$ cat src/rtl/tile_draw_scheduler_pkg.sv
// Shared constants, state/mode encodings and tile coordinate type for the board tile draw scheduler.
package tile_draw_scheduler_pkg;

    localparam int unsigned COLS       = 16;
    localparam int unsigned ROWS       = 8;
    localparam int unsigned COL_W      = 4;
    localparam int unsigned ROW_W      = 3;
    localparam int unsigned TILE_SHIFT = 2;
    localparam int unsigned ID_W       = 4;
    localparam int unsigned FIFO_DEPTH = 4;
    localparam int unsigned ADDR_W     = ROW_W + COL_W;
    localparam int unsigned X_W        = 8;
    localparam int unsigned Y_W        = 7;

    typedef enum logic [2:0] {S_IDLE, S_FETCH, S_LATCH, S_ISSUE, S_WAIT} state_t;
    typedef enum logic {MODE_FULL, MODE_TILE} mode_t;

    // Packs to the board RAM address {row,col}.
    typedef struct packed {
        logic [ROW_W-1:0] row;
        logic [COL_W-1:0] col;
    } tile_t;

    function automatic logic [X_W-1:0] pix_x(input logic [COL_W-1:0] col);
        return X_W'(col) << TILE_SHIFT;
    endfunction

    function automatic logic [Y_W-1:0] pix_y(input logic [ROW_W-1:0] row);
        return Y_W'(row) << TILE_SHIFT;
    endfunction

endpackage

$ cat src/rtl/tile_draw_scheduler_fifo.sv
// Single-tile update queue: synchronous FIFO of tile coordinates with a whole-queue clear.
module tile_draw_scheduler_fifo
    import tile_draw_scheduler_pkg::*;
(
    input  logic  clk,
    input  logic  resetn,
    input  logic  clear,
    input  logic  push,
    input  tile_t push_data,
    input  logic  pop,
    output tile_t pop_data,
    output logic  ready,
    output logic  empty
);

    localparam int unsigned PTR_W = $clog2(FIFO_DEPTH);
    localparam int unsigned CNT_W = PTR_W + 1;

    tile_t            mem [FIFO_DEPTH];
    logic [PTR_W-1:0] wr_ptr;
    logic [PTR_W-1:0] rd_ptr;
    logic [CNT_W-1:0] count;
    logic [CNT_W-1:0] count_nxt;
    logic             push_ok;
    logic             pop_ok;

    // Clear wins over a same-cycle push or pop.
    assign push_ok  = push && ready && !clear;
    assign pop_ok   = pop && !empty && !clear;
    assign pop_data = mem[rd_ptr];

    always_comb begin
        count_nxt = count;
        if (clear) begin
            count_nxt = '0;
        end else if (push_ok && !pop_ok) begin
            count_nxt = count + CNT_W'(1);
        end else if (pop_ok && !push_ok) begin
            count_nxt = count - CNT_W'(1);
        end
    end

    always_ff @(posedge clk or negedge resetn) begin
        if (!resetn) begin
            wr_ptr <= '0;
            rd_ptr <= '0;
            count  <= '0;
            ready  <= 1'b1;
            empty  <= 1'b1;
        end else begin
            if (clear) begin
                wr_ptr <= '0;
                rd_ptr <= '0;
            end else begin
                if (push_ok) wr_ptr <= wr_ptr + PTR_W'(1);
                if (pop_ok)  rd_ptr <= rd_ptr + PTR_W'(1);
            end
            count <= count_nxt;
            ready <= (count_nxt != CNT_W'(FIFO_DEPTH));
            empty <= (count_nxt == '0);
        end
    end

    always_ff @(posedge clk) begin
        if (push_ok) mem[wr_ptr] <= push_data;
    end

endmodule

$ cat src/rtl/tile_draw_scheduler.sv
// Sequences sprite_draw over the board: full-board redraws or queued single-tile updates,
// one fetch/latch/issue/wait pass per tile.
module tile_draw_scheduler
    import tile_draw_scheduler_pkg::*;
(
    input  logic              clk,
    input  logic              resetn,
    input  logic              full_req,
    input  logic              tile_req,
    input  logic [COL_W-1:0]  tile_col,
    input  logic [ROW_W-1:0]  tile_row,
    output logic              tile_req_ready,
    output logic [ADDR_W-1:0] map_addr,
    input  logic [ID_W-1:0]   map_rdata,
    output logic [X_W-1:0]    spr_x,
    output logic [Y_W-1:0]    spr_y,
    output logic [ID_W-1:0]   spr_id,
    output logic              spr_begin,
    input  logic              spr_done,
    output logic              busy,
    output logic              frame_done
);

    state_t state;
    mode_t  mode;
    tile_t  cur;
    tile_t  cur_adv;
    tile_t  req_tile;
    tile_t  fifo_head;
    logic   full_pending;
    logic   fifo_empty;
    logic   start_full;
    logic   start_tile;
    logic   last_tile;

    // A full_req seen in IDLE starts immediately; otherwise it is remembered in full_pending.
    assign start_full = (state == S_IDLE) && (full_pending || full_req);
    assign start_tile = (state == S_IDLE) && !start_full && !fifo_empty;
    assign last_tile  = (cur.row == ROW_W'(ROWS - 1)) && (cur.col == COL_W'(COLS - 1));
    assign req_tile   = '{row: tile_row, col: tile_col};

    always_comb begin
        cur_adv = cur;
        if (cur.col == COL_W'(COLS - 1)) begin
            cur_adv.col = '0;
            cur_adv.row = cur.row + ROW_W'(1);
        end else begin
            cur_adv.col = cur.col + COL_W'(1);
        end
    end

    tile_draw_scheduler_fifo u_fifo (
        .clk       (clk),
        .resetn    (resetn),
        .clear     (start_full),
        .push      (tile_req),
        .push_data (req_tile),
        .pop       (start_tile),
        .pop_data  (fifo_head),
        .ready     (tile_req_ready),
        .empty     (fifo_empty)
    );

    always_ff @(posedge clk or negedge resetn) begin
        if (!resetn) begin
            state        <= S_IDLE;
            mode         <= MODE_FULL;
            cur          <= '0;
            full_pending <= 1'b0;
            map_addr     <= '0;
            spr_x        <= '0;
            spr_y        <= '0;
            spr_id       <= '0;
            spr_begin    <= 1'b0;
            busy         <= 1'b0;
            frame_done   <= 1'b0;
        end else begin
            spr_begin  <= 1'b0;
            frame_done <= 1'b0;
            if (start_full) begin
                full_pending <= 1'b0;
            end else if (full_req) begin
                full_pending <= 1'b1;
            end

            case (state)
                S_IDLE: begin
                    if (start_full) begin
                        mode     <= MODE_FULL;
                        cur      <= '0;
                        map_addr <= '0;
                        busy     <= 1'b1;
                        state    <= S_FETCH;
                    end else if (start_tile) begin
                        mode     <= MODE_TILE;
                        cur      <= fifo_head;
                        map_addr <= fifo_head;
                        busy     <= 1'b1;
                        state    <= S_FETCH;
                    end
                end
                S_FETCH: state <= S_LATCH;
                S_LATCH: begin
                    spr_id    <= map_rdata;
                    spr_x     <= pix_x(cur.col);
                    spr_y     <= pix_y(cur.row);
                    spr_begin <= 1'b1;
                    state     <= S_ISSUE;
                end
                S_ISSUE: state <= S_WAIT;
                S_WAIT: begin
                    if (spr_done) begin
                        if (mode == MODE_TILE || last_tile) begin
                            frame_done <= (mode == MODE_FULL);
                            busy       <= 1'b0;
                            state      <= S_IDLE;
                        end else begin
                            cur      <= cur_adv;
                            map_addr <= cur_adv;
                            state    <= S_FETCH;
                        end
                    end
                end
                default: begin
                    busy  <= 1'b0;
                    state <= S_IDLE;
                end
            endcase
        end
    end

endmodule

$ cat config.mk
export PLATFORM = sky130hd
export DESIGN_NAME = tile_draw_scheduler
export DESIGN_NICKNAME = d
export VERILOG_FILES = /design/src/rtl/tile_draw_scheduler_pkg.sv /design/src/rtl/tile_draw_scheduler_fifo.sv /design/src/rtl/tile_draw_scheduler.sv
export SDC_FILE = /design/constraint.sdc
export NUM_CORES = 1
export LEC_CHECK = 0
export BUFFER_PORTS_ARGS = -buffer_cell sky130_fd_sc_hd__buf_2
export CELL_PAD_IN_SITES_DETAIL_PLACEMENT = 1
export CELL_PAD_IN_SITES_GLOBAL_PLACEMENT = 1
export CORE_AREA = 5 5 91 93
export CTS_CLUSTER_SIZE = 12
export DETAILED_ROUTE_END_ITERATION = 16
export DIE_AREA = 0 0 96 98
export PLACE_DENSITY = 0.71
export SYNTH_ARGS = -nofsm -noshare
export SYNTH_HDL_FRONTEND = slang
export SYNTH_SLANG_ARGS = --single-unit
$ cat constraint.sdc
create_clock -name clk -period 1.5 [get_ports clk]
set_input_delay 0.45 -clock clk [delete_from_list [all_inputs] [get_ports clk]]
set_output_delay 0.45 -clock clk [all_outputs]
set_load 0.02 [all_outputs]
Word-level counts from Yosys, hierarchy flattened
Memories as Yosys holds them, arrays and structs flattened. Cells that the tools add are included.

Equality and inequality tests: 11. $mul: 0. Reduce and logical (&&, ||, !) cells: 28. Magnitude comparators: 0. Multiplexer cells: 33. Add/sub/neg operators: 6. Bitwise operators: 2. Shifts and indexed selects: 0. Divide/modulo/power cells: 0.

Operators by type and width (number): 2-to-1 mux 7 bit (4); 2-to-1 mux 3 bit (7); one-hot mux 3 bit (5 select lines) (1); 2-to-1 mux 1 bit (14); one-hot mux 7 bit (2 select lines) (1); logical AND 1 bit (10); nonzero test 2 bit (5); 2-to-1 mux 2 bit (4); AND reduction 4 bit (2); adder 3 x 1 -> 3 bit (second input constant) (2); equality test 3 x 2 -> 1 bit (second input constant) (2); equality test 3 bit (second input constant) (2); logical NOT 3 bit (2); != test 2 bit (second input constant) (3); adder 2 x 1 -> 2 bit (second input constant) (2); adder 4 x 1 -> 4 bit (second input constant) (1); equality test 4 bit (second input constant) (1); logical NOT 1 bit (4); 2-to-1 mux 4 bit (1); AND reduction 2 bit (2); equality test 3 x 1 -> 1 bit (second input constant) (1); != test 3 x 1 -> 1 bit (second input constant) (1); != test 3 bit (second input constant) (1); one-hot mux 1 bit (3 select lines) (1); 4 further kinds (6).

Word-level logic and storage cells: 98. Memory bits (read-only): 0. Bits in latches: 0. Output and inout port bits: 30. Register bits after elaboration: 42. Memories: 1. Bits in writable memories: 28. Input bits: 16.

Memory list: u_fifo.mem (words 4, width 7, rd ports 1, clocked after Yosys merged registers in 0, write ports 1, RTL line tile_draw_scheduler_fifo.sv:19) `tile_t mem [FIFO_DEPTH];`.

Depth between registers and ports, before layout
Gate-level depths: netlist of run 1.

Word-level depth: 12. Mapped depth: 7. Gate-level depth less buffers: 7.

Hierarchy
Synthesis of run 1 repeated with hierarchy kept, for this count alone.

Cells, all modules: 218. Area total of the unflattened synthesis: 2956.6 µm².

Modules (own cells, without submodules): tile_draw_scheduler_fifo (sequential area each 1068.5 µm², times used 1, cells each 97, area an instance 1600.3 µm²); tile_draw_scheduler (sequential area each 650.6 µm², times used 1, cells each 121, area an instance 1356.3 µm²).

Least setup slack after synthesis of run 1
No wires, ideal clock.

Path type: reg2reg. Start: register state[1]. End: memory u_fifo.mem[0][0] (netlist name) (enable). Clock period less this slack: 1.618 ns. Library setup time: 0.273 ns. Setup slack: -0.118 ns. Arrival time: 1.346 ns. Required time: 1.227 ns. Buffers on the path: 2. Cell stages (with the launch flop): 6. Cell sequence: dfrtp_1 -> buf_6 -> nor3_4 -> o21ai_0 -> clkbuf_1 -> and3_1.

Longest elaborated chain between the ends: 6.

Ends and longest elaborated chain: start: declaration (RTL line tile_draw_scheduler.sv:24) `state_t state;`; start signal: assignment (RTL line tile_draw_scheduler.sv:66) `state <= S_IDLE;`; start signal: assignment (RTL line tile_draw_scheduler.sv:93) `state <= S_FETCH;`; start signal: assignment (RTL line tile_draw_scheduler.sv:99) `state <= S_FETCH;`; logical NOT 3 bit (RTL line tile_draw_scheduler.sv:37) `assign start_full = (state == S_IDLE) && (full_pending || full_req);`; logical AND 1 bit (RTL line tile_draw_scheduler.sv:37); logical NOT 1 bit (RTL line tile_draw_scheduler_fifo.sv:28) `assign push_ok = push && ready && !clear;`; logical AND 1 bit (RTL line tile_draw_scheduler_fifo.sv:28); 2-to-1 mux 1 bit (RTL line tile_draw_scheduler_fifo.sv:65) `if (push_ok) mem[wr_ptr] <= push_data;`; 2-to-1 mux 1 bit (not written as such) (RTL line tile_draw_scheduler_fifo.sv:65); end: declaration (RTL line tile_draw_scheduler_fifo.sv:19).

Every way passes these cells.

Worst setup path after layout of run 1
Start: register state[1]. End: register u_fifo.ready.

Longest elaborated chain between the ends: 12. Elaborated cells between the ends (all ways): 16. Classes of those cells: eq/ne (1); mux (3); reduce/logical (12).

Ends and longest elaborated chain: logical NOT 3 bit (*) (RTL line tile_draw_scheduler.sv:37, tile_draw_scheduler.sv:38); logical AND 1 bit (RTL line tile_draw_scheduler.sv:37); logical NOT 1 bit (RTL line tile_draw_scheduler_fifo.sv:28, tile_draw_scheduler_fifo.sv:29, tile_draw_scheduler.sv:38); logical AND 1 bit (2 in series) (RTL line tile_draw_scheduler.sv:38) `assign start_tile = (state == S_IDLE) && !start_full && !fifo_empty;`; logical AND 1 bit (2 in series) (RTL line tile_draw_scheduler_fifo.sv:29) `assign pop_ok = pop && !empty && !clear;`; logical AND 1 bit / logical NOT 1 bit (equally long branches) (RTL line tile_draw_scheduler_fifo.sv:38, tile_draw_scheduler_fifo.sv:36); 2-to-1 mux 3 bit / logical AND 1 bit (equally long branches) (RTL line tile_draw_scheduler_fifo.sv:38, tile_draw_scheduler_fifo.sv:36); 2-to-1 mux 3 bit (RTL line tile_draw_scheduler_fifo.sv:36) `end else if (push_ok && !pop_ok) begin`; 2-to-1 mux 3 bit (*) (RTL line tile_draw_scheduler_fifo.sv:34) `if (clear) begin`; != test 3 bit (*) (RTL line tile_draw_scheduler_fifo.sv:59) `ready <= (count_nxt != CNT_W'(FIFO_DEPTH));`; end signal: assignment (RTL line tile_draw_scheduler_fifo.sv:59); end: declaration (RTL line tile_draw_scheduler_fifo.sv:12) `output logic ready,`.

Mark *: on every way between the ends. The rest lies on a longest branch, timed or not. A chain may end at the register's enable or synchronous reset.

==> impl_summary.txt, run 1 <==
----------------------------------------------------
[Drt]
  Via-per-instance ratio ... 4.827
  Vias post-DR ... 1984
  Number of DRC violations after detailed routing ... 0
  Initial DRC count ... 62
  Routed wire length per instance ... 14.86 um
  Initial DRT Pass Iterations ... 4
  Antenna Violating Nets Remaining ... 0
  Final wirelength ... 6.107 mm

[Clock tree]
  Number of levels in the clock H-tree ... 3
  Clock-pin slew on the worst setup and hold paths ... 70 ps
  Number of clock sinks ... 63
  Clock root buffer ... sky130_fd_sc_hd__clkbuf_8
  Clock buffers created by TritonCTS ... 9
  Clock tree from TritonCTS ... built
  Skew-Pair Late Insertion Delay ... 340 ps
  Number of buffers on the longest clock path ... 2

[Power]
  Total power divided by cell area ... 2157 nW/um^2
  Static Leakage ... 1.649 nW
  Max VDD drop ... 703.5 uV

[Placed design]
  Placement-stage worst setup slack ... -188.5 ps
  Number of port buffers ... 37
  RD Place Congestion ... 0.7205
  Post-placement cell area ... 3413 sq um
  Detailed Place HPWL ... 4.578 mm

[Worst setup path]
  Maximum fanout along the worst path ... 4
  Worst flop-to-flop path startpoint ... state[1]$_DFFE_PN0P_
  Critical setup path kind ... reg2reg
  Reg-to-reg setup timing slack ... -190 ps
  Critical path data required time ... 1730 ps
  Cell count of the worst reg-to-reg path ... 5
  CP Capture Type ... flip-flop
  Data arrival time of the critical path ... 1920 ps
  Kind of start point of the critical path ... flip-flop
  End of the worst register-to-register path ... u_fifo.ready$_DFF_PN1_

[Global routing]
  Total gr overflow ... 0
  First-pass GRT wire length ... 9.832 mm
  Maximum number of pins on one net before global-route repair ... 20
  Vias in the first global route ... 2006
  Number of antenna violations at the first check in global routing ... 0
  All-Layer GR Usage ... 13.78%

[Synthesis]
  Post-synth EDFFs ... 28
  Multiplexer share of the synthesized area ... 10.68%
  Top-count cell post-synth ... sky130_fd_sc_hd__dfrtp_1
  Post-Synth Adder-Cell Area ... 3.859%
  Fraction of synthesized cell area taken by the top area cell type ... 28.82%
  Most frequent cells after synthesis ... sky130_fd_sc_hd__dfrtp_1 (33), sky130_fd_sc_hd__edfxtp_1 (28), sky130_fd_sc_hd__nor2_1 (16)
  Post-synthesis compound-gate area fraction ... 7.161%
  Average footprint of a synthesized cell ... 13.32 sq um
  Synth Area in Simple Gates ... 12.52%
  Ys flop type ... sky130_fd_sc_hd__dfrtp_1
  Number of standard cells after synthesis ... 219
  YS warnings ... 0
  Part of the Yosys area used for sequential elements ... 58.92%
  Share of flip-flops with an asynchronous set or reset after synthesis ... 55.56%
  Post-synthesis instance area ... 2918 sq um
  Flip-flop and latch count after synthesis ... 63
  Top cells by area, synth ... sky130_fd_sc_hd__edfxtp_1 (29%), sky130_fd_sc_hd__dfrtp_1 (28%), sky130_fd_sc_hd__mux4_2 (5.4%)
  Area share of xor/xnor cells in the synthesized design ... 1.801%
  Largest family of logic cells by synthesized area ... simple AND/OR/NAND/NOR gates
  Post-synth cell types ... 49
  Cell type contributing the most total cell area after synthesis ... sky130_fd_sc_hd__edfxtp_1

[Floorplan]
  Horiz. Die Dim ... 96 um
  Overall die height ... 98 um
  Row cnt ... 32
  Area inside the core boundary ... 7447 sq um
  Initial Utilization ... 39.18%
  Die ar. ... 9408 sq um
  Count of pins on the block boundary ... 46

[Timing]
  Maximum achievable frequency ... 592.2 MHz
  Final Max Tran Viols ... 0
  Final Hold Fails ... 0
  Unrepaired setup endpoints after global routing ... true
  Worst Slack Setup Final ... -188.7 ps
  Hold WS ... 326.6 ps
  Worst Skew ... 7.351 ps
  Crit path time final ... 1689 ps
  Final number of setup-violating endpoints ... 39
  Sum of negative setup slack ... -1790 ps
  Part of the cycle the worst path needs ... 112.6%

[Final layout]
  Area added between synthesis and finish ... 34.26%
  Finished layout cell area ... 3918 sq um
  Post-layout utilization of the core ... 52.60%
  Layout net count ... 329
  Share of final-layout standard cells stronger than drive strength 1 ... 51.78%
  Number of antenna cells inserted ... 0

[Min path]
  Hold path start ... tile_row[2]
  End of the worst hold path ... u_fifo.mem[0][6]$_DFFE_PP_
  Hold/Removal Path Class ... in2reg
  Cells on Worst Hold Path ... 1

[Run]
  Max-cap viol count ... 0

[Run status]
  Status ... finished with violations
  Failing checks ... negative setup slack

----------------------------------------------------
## power by group
part	switching [mW]	internal, mW	total [mW]
sequential	0.431	2.45	2.88
clock	0.688	0.596	1.28
combinational	2.11	2.17	4.28
## layout make-up
cell class              count  area [sq um]
repair buffers             83         616.8
fillers                   815          3530
clock inverters             7         50.05
flip-flops and latches     63          1728
multi-input cells         137          1234
clock buffers               9         123.9
inverters                  10         37.54
well taps                 102         127.6
## cell usage in the layout, fill, tap and decap left out, drive strengths merged, types with 2 or more instances in the layout
master	count
inv	10
mux2	11
conb	8
xnor2	5
dfrtp	33
o21ai	6
edfxtp	28
mux4	7
nand2b	2
a21o	2
mux2i	3
clkinv	4
clkbuf	9
clkinvlp	3
nor3b	2
nand3b	2
nand3	5
and3	7
buf	82
a211oi	3
dfstp	2
a21oi	14
ha	9
and2	2
nor2	18
nand2	11
nor3	7
## per-stage QoR
stage / cells / total power [mW]
finish: 411 / 8.450
CTS: 400 / 7.895
global placement: 380 / 6.227
floorplan: 226 / 5.075
detailed placement: 380 / 6.351
global route: 411 / 9.070
## how the worst max path moves through the flow
stage          slack, ps                    endpoint                 start
3_5_place_dp        -190      u_fifo.empty$_DFF_PN1_  state[1]$_DFFE_PN0P_
5_1_grt             -280      u_fifo.ready$_DFF_PN1_  state[1]$_DFFE_PN0P_
3_3_place_gp        -160  u_fifo.mem[2][3]$_DFFE_PP_              full_req
4_1_cts             -110      u_fifo.empty$_DFF_PN1_  state[0]$_DFFE_PN0P_
2_1_floorplan        -40  u_fifo.mem[0][0]$_DFFE_PP_  state[1]$_DFFE_PN0P_
6_report            -190      u_fifo.ready$_DFF_PN1_  state[1]$_DFFE_PN0P_
## registers in the layout, indices dropped and copies added, names as in the netlist, 3 cells and up
register and count:
state 3, u_fifo.mem 28, map_addr 6, spr_x 4, spr_id 4, spr_y 3
u_fifo.count 3
## cell families after synthesis
family | count (synthesis)
other cells | 1
buf+inv | 26
simple gates | 60
xor+xnor | 6
flops | 63
compound gates | 33
mux | 21
fa+ha+maj | 9
## repair_timing
item                       in CTS  in global routing
hold buffers                    1                  0
setup endpoints to repair      52                 58
pin swaps                       5                  9
setup buffers                   3                 10
gates cloned                    0                  1
gates resized for setup        19                 42
hold endpoints to repair        1                  0
## per-layer routing
layer	global-route usage (%)	share of wire [%]	vias to the layer above
met3	4.622	4.7	9
met4	4.923	1.4	0
met1	17.79	43	986
met5	0	0	-
met2	21.46	51	39
li1	-	-	950
## critical path, stage by stage, from the launching register on
cell	delay (ps)
sky130_fd_sc_hd__dfrtp_2	440
sky130_fd_sc_hd__nor3_4	270
sky130_fd_sc_hd__nand3b_4	130
sky130_fd_sc_hd__xnor2_1	140
sky130_fd_sc_hd__o311ai_1	380
sky130_fd_sc_hd__nand3_1	210
(Power assumes the default switching activity.)
==> run 2: changes to the inputs <==
Settings changed: PLACE_DENSITY 0.71 to 0.79.
==> impl_summary.txt, run 2 (synthesis gave the netlist of run 1 again) <==
----------------------------------------------------
[Power]
  Total power divided by cell area ... 2218 nW/um^2 (+2.8%)
  Max VDD drop ... 652.9 uV (-7.2%)
  Static Leakage ... 1.633 nW (-0.98%)
  Internal portion of total power ... 5.376 mW (+3.0%)
  Share of total power consumed by net switching ... 37.36% (-0.88 points)
  Sequential group share of total power ... 33.6% (-0.5 points)
  Net load switching power ... 3.206 mW (-0.78%)
  Fraction of power consumed by the clock network ... 18.5% (+3.3 points)
  Combinational share of power ... 47.9% (-2.8 points)

[Worst setup path]
  Critical path data required time ... 1750 ps (+20 ps)
  CP Capture Type ... flip-flop
  Kind of start point of the critical path ... flip-flop
  Critical setup path kind ... reg2reg
  Data arrival time of the critical path ... 1800 ps (-120 ps)
  Maximum fanout along the worst path ... 4 (unchanged)

[Clock tree]
  Number of levels in the clock H-tree ... 3 (unchanged)
  Clock tree from TritonCTS ... built
  Clock buffers created by TritonCTS ... 9 (unchanged)
  Hold-fix buffers at CTS ... 0 (-1)
  Number of clock sinks ... 63 (unchanged)
  Clock-pin slew on the worst setup and hold paths ... 70 ps (about the same)
  Skew-Pair Late Insertion Delay ... 340 ps (about the same)
  Number of buffers on the longest clock path ... 2 (unchanged)
  Clock root buffer ... sky130_fd_sc_hd__clkbuf_8

[Drt]
  Initial DRT Pass Iterations ... 4 (unchanged)
  Antenna Violating Nets Remaining ... 0 (unchanged)
  Vias post-DR ... 1950 (-1.7%)
  Number of DRC violations after detailed routing ... 0 (unchanged)
  Initial DRC count ... 64 (+3.2%)
  Final wirelength ... 6.725 mm (+10%)
  Routed wire length per instance ... 16.81 um (+13%)
  Via-per-instance ratio ... 4.875 (+0.99%)

[Final layout]
  Final non-filler cell total ... 400 (-2.7%)
  Most frequent cells in the layout ... sky130_fd_sc_hd__buf_2 (31), sky130_fd_sc_hd__edfxtp_1 (28), sky130_fd_sc_hd__dfrtp_1 (27)
  Register with the most flip-flops ... u_fifo.mem
  Number of antenna cells inserted ... 0 (unchanged)
  Area added between synthesis and finish ... 32.63%
  Finished layout cell area ... 3870 sq um (-1.2%)
  Most common cell after layout, fill and taps aside ... sky130_fd_sc_hd__buf_2
  Largest registers ... u_fifo.mem x28, map_addr x6
  Flip-flop count of the largest register, all copies and words added ... 28 (unchanged)
  Layout net count ... 318 (-3.3%)
  Share of final-layout standard cells stronger than drive strength 1 ... 50.00% (-1.8 points)

[Timing]
  Crit path time final ... 1554 ps (-134.6 ps)
  Maximum achievable frequency ... 643.5 MHz (+8.7%)
  Final Hold Fails ... 0 (unchanged)
  Worst Slack Setup Final ... -54.07 ps (+134.6 ps)
  Final number of setup-violating endpoints ... 7 (-82%)
  Worst Skew ... 8.010 ps (+0.6597 ps)
  Unrepaired setup endpoints after global routing ... true
  Hold WS ... 59.96 ps (-266.6 ps)
  Part of the cycle the worst path needs ... 103.6% (-9.0 points)
  Final Max Tran Viols ... 0 (unchanged)

[Floorplan]
  Die ar. ... 9408 sq um (unchanged)
  Horiz. Die Dim ... 96 um (unchanged)
  Initial Utilization ... 39.18% (unchanged)
  Area inside the core boundary ... 7447 sq um (unchanged)
  Count of pins on the block boundary ... 46 (unchanged)
  Overall die height ... 98 um (unchanged)
  Row cnt ... 32 (unchanged)

[Global routing]
  All-Layer GR Usage ... 14.69% (+0.91 points)
  Number of antenna violations at the first check in global routing ... 0 (unchanged)
  Vias in the first global route ... 2091 (+4.2%)
  Total gr overflow ... 0 (unchanged)
  First-pass GRT wire length ... 10.44 mm (+6.2%)
  Maximum number of pins on one net before global-route repair ... 36 (+80%)

[Placed design]
  Detailed Place HPWL ... 4.820 mm (+5.3%)
  Post-placement cell area ... 3381 sq um (-0.95%)
  Total instance count after detailed placement ... 374 (-1.6%)
  RD Place Congestion ... 0.7312 (+1.5%)
  Number of port buffers ... 37 (unchanged)

[Run status]
  Status ... finished with violations
  Failing checks ... negative setup slack

[Run]
  Max-cap viol count ... 0 (unchanged)

[Min path]
  Hold/Removal Path Class ... in2async

----------------------------------------------------
[run 2: cell count changes in the layout (fill, tap and decap cells not counted), sizes merged]
cell         before  now
buf              82   72
bufinv            0    2
clkinvlp          3    1
clkbuf            9   10
clkinv            4    3
dlygate4sd3       1    0
[run 2: area by class of cell]
class	instances	area (sq um)
multi-input cells	137	1229
fillers	774	3577
flip-flops and latches	63	1727
clock buffers	10	127.6
inverters	10	37.54
clock inverters	6	85.08
repair buffers	72	536.8
well taps	102	127.6
[run 2: through the flow]
step | power (mW) | setup WS [ps] | utilization, % | setup TNS, ps
floorplan | 5.075 | -37.67 | - | -1108
global placement | 6.125 | -142.1 | 45.40 | -4378
detailed placement | 6.314 | -194.8 | 45.40 | -6016
CTS | 8.293 | -44.65 | 50.29 | -142.6
global route | 9.117 | -143.1 | 51.97 | -1613
finish | 8.582 | -54.07 | 51.97 | -214.4
[run 2: final timing paths]
path	startpoint	to	slack, ps	depth (start not counted)
setup / recovery	state[1]$_DFFE_PN0P_	u_fifo.ready$_DFF_PN1_	-50	5
max in group asynchronous	resetn	u_fifo.ready$_DFF_PN1_	1190	2
min in group clk	tile_col[2]	u_fifo.mem[2][2]$_DFFE_PP_	330	1
setup reg to reg	state[1]$_DFFE_PN0P_	u_fifo.ready$_DFF_PN1_	-50	5
hold reg to reg	spr_id[2]$_DFFE_PN0P_	spr_id[2]$_DFFE_PN0P_	500	1
hold / removal	resetn	spr_id[3]$_DFFE_PN0P_	60	2
[run 2: power groups by stage]
stage               sequential (mW)  combinational [mW]  clock [mW]
finish                         2.88                4.11        1.59
CTS                            2.86                3.81        1.63
global placement               2.83                3.30           0
floorplan                      3.14                1.94           0
global route                   2.96                4.44        1.72
detailed placement             2.89                3.43           0
[run 2: critical path, cell delays in order (launching register included)]
cell	delay [ps]
sky130_fd_sc_hd__dfrtp_2	450
sky130_fd_sc_hd__nor3_4	260
sky130_fd_sc_hd__nand3b_4	130
sky130_fd_sc_hd__mux2i_1	190
sky130_fd_sc_hd__xor2_1	280
sky130_fd_sc_hd__nand3_1	150
[run 2: repair_timing]
| action | in CTS | in global routing |
|---|---|---|
| pin swaps | 8 | 6 |
| setup buffers | 5 | 5 |
| setup endpoints to repair | 43 | 60 |
| resized for setup | 31 | 24 |
[run 2: routing by layer]
metal	global-route usage (%)	vias up	wire, um
met1	17.57	969	2906
met3	3.929	9	258
met4	6.893	0	116
met2	24.22	46	3443
met5	0	-	0
li1	-	926	-
==> run 3: changes to the inputs <==
Settings changed: PLACE_DENSITY 0.79 to 0.74.
==> impl_summary.txt, run 3 (synthesis gave the netlist of run 1 again) <==
----------------------------------------------------
[Run status]
  Status ... finished with violations
  Failing checks ... negative setup slack

[Clock tree]
  Clock-pin slew on the worst setup and hold paths ... 80 ps (about the same)
  Number of buffers on the longest clock path ... 2 (unchanged)
  Clock tree from TritonCTS ... built
  Number of levels in the clock H-tree ... 3 (unchanged)
  Clock buffers created by TritonCTS ... 9 (unchanged)
  Number of clock sinks ... 63 (unchanged)
  Hold-fix buffers at CTS ... 0 (unchanged)
  Clock root buffer ... sky130_fd_sc_hd__clkbuf_8
  Skew-Pair Late Insertion Delay ... 350 ps (about the same)

[Timing]
  Final Max Tran Viols ... 0 (unchanged)
  Worst Skew ... 10.33 ps (+2.317 ps)
  Part of the cycle the worst path needs ... 110.4% (+6.8 points)
  Final Hold Fails ... 0 (unchanged)
  Worst Slack Setup Final ... -156.0 ps (-101.9 ps)
  Crit path time final ... 1656 ps (+101.9 ps)
  Unrepaired setup endpoints after global routing ... true
  Maximum achievable frequency ... 603.9 MHz (-6.2%)
  Final number of setup-violating endpoints ... 12 (+5)

[Power]
  Static Leakage ... 1.687 nW (+3.3%)
  Max VDD drop ... 845.9 uV (+30%)
  Total power divided by cell area ... 2263 nW/um^2 (+2.1%)

[Worst setup path]
  Cell-by-cell trace of the critical path ... nor3_4 > nand3b_4 > mux2i_2 > xor2_2 > nand3_1
  Critical setup path kind ... reg2reg
  Maximum fanout along the worst path ... 4 (unchanged)
  Largest incremental delay on the critical path ... 450 ps (about the same)
  Cell type group with the largest total delay on the critical path ... simple AND/OR/NAND/NOR gates
  CP Capture Type ... flip-flop
  Bufs and invs on worst path ... 0 (unchanged)
  Data arrival time of the critical path ... 1900 ps (+100 ps)
  Kind of start point of the critical path ... flip-flop
  Slowest cell on crit path ... sky130_fd_sc_hd__dfrtp_2
  Critical path data required time ... 1740 ps (about the same)

[Placed design]
  Detailed Place HPWL ... 4.926 mm (+2.2%)
  Total instance count after detailed placement ... 382 (+2.1%)
  RD Place Congestion ... 0.8095 (+11%)
  Number of port buffers ... 37 (unchanged)

[Final layout]
  Register with the most flip-flops ... u_fifo.mem
  Number of antenna cells inserted ... 0 (unchanged)
  Final non-filler cell total ... 414 (+3.5%)
  Area added between synthesis and finish ... 39.75%
  Post-layout utilization of the core ... 54.75% (+2.8 points)
  Largest registers ... u_fifo.mem x28, map_addr x6
  Layout net count ... 332 (+4.4%)
  Most frequent cells in the layout ... sky130_fd_sc_hd__buf_4 (36), sky130_fd_sc_hd__buf_2 (31), sky130_fd_sc_hd__edfxtp_1 (28)
  Share of final-layout standard cells stronger than drive strength 1 ... 58.97% (+9.0 points)
  Most common cell after layout, fill and taps aside ... sky130_fd_sc_hd__buf_4
  Flip-flop count of the largest register, all copies and words added ... 28 (unchanged)

[Global routing]
  Vias in the first global route ... 2196 (+5.0%)
  Number of antenna violations at the first check in global routing ... 0 (unchanged)
  Total gr overflow ... 0 (unchanged)
  First-pass GRT wire length ... 10.98 mm (+5.2%)
  All-Layer GR Usage ... 15.59% (+0.90 points)
  Maximum number of pins on one net before global-route repair ... 19 (-47%)

[Floorplan]
  Die ar. ... 9408 sq um (unchanged)
  Row cnt ... 32 (unchanged)
  Initial Utilization ... 39.18% (unchanged)
  Count of pins on the block boundary ... 46 (unchanged)
  Overall die height ... 98 um (unchanged)
  Horiz. Die Dim ... 96 um (unchanged)
  Area inside the core boundary ... 7447 sq um (unchanged)

[Min path]
  Hold/Removal Path Class ... in2async

[Drt]
  Initial DRC count ... 58 (-9.4%)
  Antenna Violating Nets Remaining ... 0 (unchanged)
  Initial DRT Pass Iterations ... 4 (unchanged)
  Number of DRC violations after detailed routing ... 0 (unchanged)
  Vias post-DR ... 2060 (+5.6%)
  Routed wire length per instance ... 18.84 um (+12%)
  Final wirelength ... 7.801 mm (+16%)
  Via-per-instance ratio ... 4.976 (+2.1%)

[Run]
  Max-cap viol count ... 0 (unchanged)

----------------------------------------------------
## run 3: per-stage QoR
stage                     area (sq um)  setup TNS, ps  power, mW  hold slack [ps]  setup WS, ps
final                             4078         -772.0      9.230            46.19        -156.0
after global routing              4078          -2562      9.784            77.79        -240.3
after CTS                         3760         -572.2      8.295            69.88        -74.93
after detailed placement          3428          -5045      6.418            448.5        -174.6
after global placement            3428          -2779      6.265            444.5        -99.75
after floorplan                   2960          -1108      5.075            154.4        -37.67
## run 3: final timing paths
| path | end | start | slack, ps | depth (start not counted) |
|---|---|---|---|---|
| worst max-delay path | u_fifo.ready$_DFF_PN1_ | state[1]$_DFFE_PN0P_ | -160 | 5 |
| worst min-delay path | u_fifo.count[2]$_DFF_PN0_ | resetn | 50 | 1 |
| worst max register to register | u_fifo.ready$_DFF_PN1_ | state[1]$_DFFE_PN0P_ | -160 | 5 |
| worst min register to register | spr_id[1]$_DFFE_PN0P_ | spr_id[1]$_DFFE_PN0P_ | 500 | 1 |
| max in group asynchronous | map_addr[2]$_DFFE_PN0P_ | resetn | 900 | 2 |
| min in group clk | u_fifo.mem[1][6]$_DFFE_PP_ | tile_row[2] | 330 | 1 |
## run 3: cell type report
cell class	instances	area, sq um
Clock inverter	7	73.82
Inverter	10	37.54
Tap cell	102	127.6
Clock buffer	9	123.9
Sequential cell	63	1728
Multi-Input combinational cell	137	1339
Timing Repair Buffer	86	648.1
Fill cell	776	3369
## run 3: worst reg2reg max path, stage by stage (launching register included)
cell,delay [ps]
sky130_fd_sc_hd__dfrtp_2,450
sky130_fd_sc_hd__nor3_4,280
sky130_fd_sc_hd__nand3b_4,150
sky130_fd_sc_hd__mux2i_2,250
sky130_fd_sc_hd__xor2_2,240
sky130_fd_sc_hd__nand3_1,180
## run 3: routing by layer
layer | vias up | wire length [um] | GRT usage (%)
li1 | 953 | - | -
met1 | 1037 | 3217 | 19.10
met2 | 50 | 4037 | 26.08
met3 | 20 | 296 | 2.851
met4 | 0 | 250 | 7.440
met5 | - | 0 | 0
## run 3: repair_timing
item | 4_1_cts | 5_1_grt
pin swaps | 6 | 19
setup buffers | 6 | 10
setup endpoints to repair | 57 | 57
gates resized for setup | 28 | 59
## run 3: report_power, final
group / switching [mW] / internal [mW]
combinational: 2.46 / 2.34
sequential: 0.474 / 2.45
clock: 0.736 / 0.765
